[src/rtl/hssl_cfg_pkt_rx.sv]
`default_nettype none
// ============================================================================
//  Module      : hssl_cfg_pkt_rx
//  Description : SpiNNaker packet receiver front-end. Packets whose key matches
//                CFG_KEY under CFG_MSK and carry a payload become one-cycle
//                register writes. Config packets without payload are dropped
//                and flagged. All other packets are forwarded through a
//                2-entry FIFO.
//  Revision    : 1.0 - initial release
// ============================================================================
module hssl_cfg_pkt_rx #(
    parameter logic [31:0] CFG_KEY = 32'hffff_fe00,
    parameter logic [31:0] CFG_MSK = 32'hffff_ff00
) (
    input  logic        clk,
    input  logic        reset,
    input  logic [31:0] pkt_key_in,
    input  logic [31:0] pkt_data_in,
    input  logic        pkt_pld_in,
    input  logic        pkt_vld_in,
    output logic        pkt_rdy_out,
    output logic [7:0]  prx_addr_out,
    output logic [31:0] prx_wdata_out,
    output logic        prx_en_out,
    output logic        cfg_bad_out,
    output logic [31:0] out_key_out,
    output logic [31:0] out_data_out,
    output logic        out_pld_out,
    output logic        out_vld_out,
    input  logic        out_rdy_in
);

    localparam logic [1:0] c_CNT_FULL = 2'd2;

    // FIFO storage and bookkeeping
    logic [1:0]  r_count;
    logic        r_wr_ptr;
    logic        r_rd_ptr;
    logic [31:0] r_key_mem  [2];
    logic [31:0] r_data_mem [2];
    logic [1:0]  r_pld_mem;

    // Register-write interface
    logic        r_prx_en;
    logic [7:0]  r_prx_addr;
    logic [31:0] r_prx_wdata;
    logic        r_cfg_bad;

    logic        w_rdy;
    logic        w_accept;
    logic        w_is_cfg;
    logic        w_push;
    logic        w_pop;
    logic        w_cfg_wr;
    logic        w_cfg_drop;

    // Ready is taken from the count register alone so it never depends on
    // the packet being offered.
    assign w_rdy      = (r_count != c_CNT_FULL);
    assign w_accept   = pkt_vld_in && w_rdy;
    assign w_is_cfg   = ((pkt_key_in & CFG_MSK) == (CFG_KEY & CFG_MSK));
    assign w_cfg_wr   = w_accept && w_is_cfg && pkt_pld_in;
    assign w_cfg_drop = w_accept && w_is_cfg && !pkt_pld_in;
    assign w_push     = w_accept && !w_is_cfg;
    assign w_pop      = (r_count != 2'd0) && out_rdy_in;

    // Config packets turn into a registered write strobe one cycle later.
    always_ff @(posedge clk) begin
        if (reset) begin
            r_prx_en    <= 1'b0;
            r_prx_addr  <= 8'd0;
            r_prx_wdata <= 32'd0;
            r_cfg_bad   <= 1'b0;
        end else begin
            r_prx_en  <= w_cfg_wr;
            r_cfg_bad <= w_cfg_drop;
            if (w_cfg_wr) begin
                r_prx_addr  <= pkt_key_in[7:0];
                r_prx_wdata <= pkt_data_in;
            end
        end
    end

    // Two-entry FIFO for forwarded packets; storage is cleared on reset so
    // the output fields read zero while empty after reset.
    always_ff @(posedge clk) begin
        if (reset) begin
            r_count   <= 2'd0;
            r_wr_ptr  <= 1'b0;
            r_rd_ptr  <= 1'b0;
            r_pld_mem <= 2'b00;
            for (int i = 0; i < 2; i++) begin
                r_key_mem[i]  <= 32'd0;
                r_data_mem[i] <= 32'd0;
            end
        end else begin
            if (w_push) begin
                r_key_mem[r_wr_ptr]  <= pkt_key_in;
                r_data_mem[r_wr_ptr] <= pkt_data_in;
                r_pld_mem[r_wr_ptr]  <= pkt_pld_in;
                r_wr_ptr             <= ~r_wr_ptr;
            end
            if (w_pop) begin
                r_rd_ptr <= ~r_rd_ptr;
            end
            case ({w_push, w_pop})
                2'b10:   r_count <= r_count + 2'd1;
                2'b01:   r_count <= r_count - 2'd1;
                default: r_count <= r_count;
            endcase
        end
    end

    assign pkt_rdy_out   = w_rdy;
    assign prx_en_out    = r_prx_en;
    assign prx_addr_out  = r_prx_addr;
    assign prx_wdata_out = r_prx_wdata;
    assign cfg_bad_out   = r_cfg_bad;
    assign out_vld_out   = (r_count != 2'd0);
    assign out_key_out   = r_key_mem[r_rd_ptr];
    assign out_data_out  = r_data_mem[r_rd_ptr];
    assign out_pld_out   = r_pld_mem[r_rd_ptr];

endmodule
`default_nettype wire
[config.mk]
export PLATFORM = sky130hd
export DESIGN_NAME = hssl_cfg_pkt_rx
export DESIGN_NICKNAME = d
export VERILOG_FILES = /design/src/rtl/hssl_cfg_pkt_rx.sv
export SDC_FILE = /design/constraint.sdc
export NUM_CORES = 1
export LEC_CHECK = 0
export BUFFER_PORTS_ARGS = -buffer_cell sky130_fd_sc_hd__buf_2
export CAP_MARGIN = 25
export CORE_ASPECT_RATIO = 0.8
export CORE_UTILIZATION = 45
export CTS_CLUSTER_DIAMETER = 50
export CTS_CLUSTER_SIZE = 16
export DETAILED_ROUTE_END_ITERATION = 10
export HOLD_SLACK_MARGIN = 0.05
export PLACE_DENSITY = 0.69
export SETUP_SLACK_MARGIN = 0.02
export SYNTH_ARGS = -nofsm -noshare
export SYNTH_HDL_FRONTEND = slang
export SYNTH_SLANG_ARGS = --single-unit
[constraint.sdc]
create_clock -name clk -period 3 [get_ports clk]
set_input_delay 0.3 -clock clk [delete_from_list [all_inputs] [get_ports clk]]
set_output_delay 0.3 -clock clk [all_outputs]
set_load 0.05 [all_outputs]
==> run metrics <==
Max Fclk=~0.4 GHz; synth top area cells=edfxtp_1 (50%), dfxtp_1 (13%), and2_1 (11%); IO Pins=178; Post-synth EDFFs=about 130; Clk Latency, worst-skew pair=about 420 ps; status=complete, no violations; Fillers=approximately 1400; grt total ovfl=0; setup tns final=0 ps; minimum clock period after layout=between 2000 and 2500 ps; CTS clock-pin slew for the worst setup and hold paths=roughly 60 ps; Mapped Avg Cell Area=13.0 um2; critical path endpoint=r_key_mem[1][3]; vias per cell=5.44; RSZ-0062 raised after global routing=false; dpl cells=about 940; Combinational Power Share=30.6%; diode count=0; R2R cell count=4; Synth Warn #=0; leading area contributor after synthesis=edfxtp_1; die area=around 17000 um2; TritonCTS clock tree=done; initial antenna violation count=0; CP Depth=4; switching power=about 2800 uW; non-filler cells, final=971; all-layer global routing usage=21.4%; Final ANT Viol Nets=0; Layout area overhead=21.6%; Met3 Wirelength=approximately 1300 um; crit-path max cell delay=about 820 ps; ys async rst share=0%; slowest CP cell=or2_4; share of the synthesized area in the top cell type=50.3%; max-slew violation count=0; WL/cell=roughly 19 um; Top Metal Used=met4; vias in the first global route=a little over 5000; # rows=between 40 and 50; origin of the critical flop-to-flop path=r_count[0]; Switching Share=a little over a third; Port Buffers=177; R2R Setup Slk=510 ps; Setup Skew=just under 8 ps; DP Wirelength=about 12000 um; crit path max fanout=64; cell with the most instances after synthesis=and2_1; CP cell instances=nand2b_1, nand2_1, a211oi_1, or2_4; Max Root-Sink Buffers=2; Initial Utilization=46.1%; met1 wire length=roughly 8200 um; core area=16600 um2; Seq/Total Area, Yosys=63.2%; max capacitance violation total=0; Worst-Margin Slew=approximately 990 ps; Int Pwr=5060 uW; Post-synth top cells=and2_1 (129), edfxtp_1 (128), mux2_2 (65), dfxtp_1 (49), clkbuf_1 (48); Top delay family on crit path=simple AND/OR/NAND/NOR gates; CP Launch Type=register; crit path kind=register to register; CP Launch Point=r_count[0]; Final Cycle Share=between 80 and 90%; post-layout util=56.1%; drt first pass iters=5; Syn Nets=approximately 660; Root Buffer=clkbuf_16; register share of total power=40.5%; clock power share=around 29%; largest net degree at the start of global routing=66; H-tree depth=4; Num CTS Buffers=17; gpl congestion=a little under 0.8; Hold Crit Class=primary input to register; Critical Path AT=around 2500 ps; ys flop type=edfxtp_1; Peak VDD IR=roughly 0.00044 V; Post-CTS Hold Fix Bufs=0; Post-Synthesis Cells=just under 600; final setup vio count=0; share of layout cells above drive strength 1=between 30% and 40%; Buf/Inv on CP=0; die height=approximately 120 um; final hold vios=0; Post-Syn Area=about 7600 um2; pwr dens=around 850 nW/um2; Chip Width=around 150 um; required time at the worst-slack endpoint=a little over 3000 ps; met2 WL post-DR=around 9000 um; Worst R2R End=r_key_mem[1][3]; clock sink total=approximately 180; final WL=18500 um; Vias=5283; post-CTS setup buffers=0; leak pwr=between 0.003 and 0.004 uW; Max-slew headroom=approximately 34%; first-pass GRT wire length=roughly 28000 um; CP Capture Type=register; Post-CTS Resized=0; area of the multi-input gates=2630 um2; flops & latches, synth=between 150 and 200; FF/Latch Area=4830 um2; final layout net count=a little over 800; number of library cell types mapped by synthesis=32; initial drt markers=327; drc violations=0
stage by stage:
stage	setup slack (ps)	hold WS, ps	total power (uW)	cell area (um2)
6_report	508	143	7900	9280
5_1_grt	311	133	8170	9280
4_1_cts	494	134	7950	9280
3_5_place_dp	527	458	5690	8680
3_3_place_gp	636	450	5650	8680
2_1_floorplan	272	377	5090	7640
how the worst min path moves through the flow:
stage / from / end / slack (ps) / depth (start not counted)
after global placement: prx_addr_out[1] / prx_addr_out[1] / 450 / 2
after CTS: pkt_pld_in / cfg_bad_out / 130 / 2
after detailed placement: prx_wdata_out[9] / prx_wdata_out[9] / 460 / 2
after floorplan: pkt_pld_in / cfg_bad_out / 380 / 1
after global routing: pkt_pld_in / cfg_bad_out / 130 / 2
final: pkt_pld_in / cfg_bad_out / 140 / 2
per-layer routing:
metal | track usage (%) | up-vias
met3 | 5.83 | 14
met1 | 29.0 | 2598
met2 | 34.3 | 193
met4 | 4.83 | 0
li1 | - | 2478
met5 | 0 | -
layout by cell type (no fill, tap or decap), types with 2 or more instances in the layout:
master,n
buf_2,177
and2_1,129
edfxtp_1,128
mux2_2,65
dfxtp_1,48
nand4_1,45
a21oi_1,41
o31ai_1,40
clkbuf_16,17
buf_4,8
nand2b_1,4
nor2_1,4
bufinv_16,4
clkinvlp_4,3
clkinv_2,3
clkbuf_1,3
or2_2,2
nand2_1,2
a21o_1,2
a211oi_1,2
or2_4,2
xnor2_1,2
mux2i_1,2
clkinv_1,2
registers in the layout, indices dropped and copies added (netlist names), named ones only:
register,flops
cfg_bad_out,1
prx_addr_out,8
prx_en_out,1
prx_wdata_out,32
r_count,2
r_data_mem,64
r_key_mem,64
r_pld_mem,2
r_rd_ptr,1
r_wr_ptr,1
kinds of logic (layout without fill, tap and decap cells):
logic type      count (synthesis)  count (layout)  share of synthesized area [%]
simple gates                  197             197                           16.2
flops                         177             177                           63.2
compound gates                 88              88                           7.57
mux                            67              67                           9.85
buf+inv                        54             218                           2.72
xor+xnor                        3               3                          0.344
fa+ha+maj                       1               1                          0.164
power groups by stage:
stage                     sequential, uW  clock, uW  combinational (uW)
final                               3200       2290                2420
after global routing                3250       2400                2520
after CTS                           3220       2310                2430
after detailed placement            3270          0                2420
after global placement              3240          0                2410
after floorplan                     3090          0                2000
final cells by class:
| cell class | count | share of cell area, % |
|---|---|---|
| clock inverter | 12 | 1.78 |
| clock buffer | 20 | 4.70 |
| timing repair buffer | 185 | 10.2 |
| inverter | 1 | 0.0404 |
| tap | 220 | 2.96 |
| multi-input combinational | 356 | 28.3 |
| sequential | 177 | 52.0 |
(Power assumes the default switching activity.)
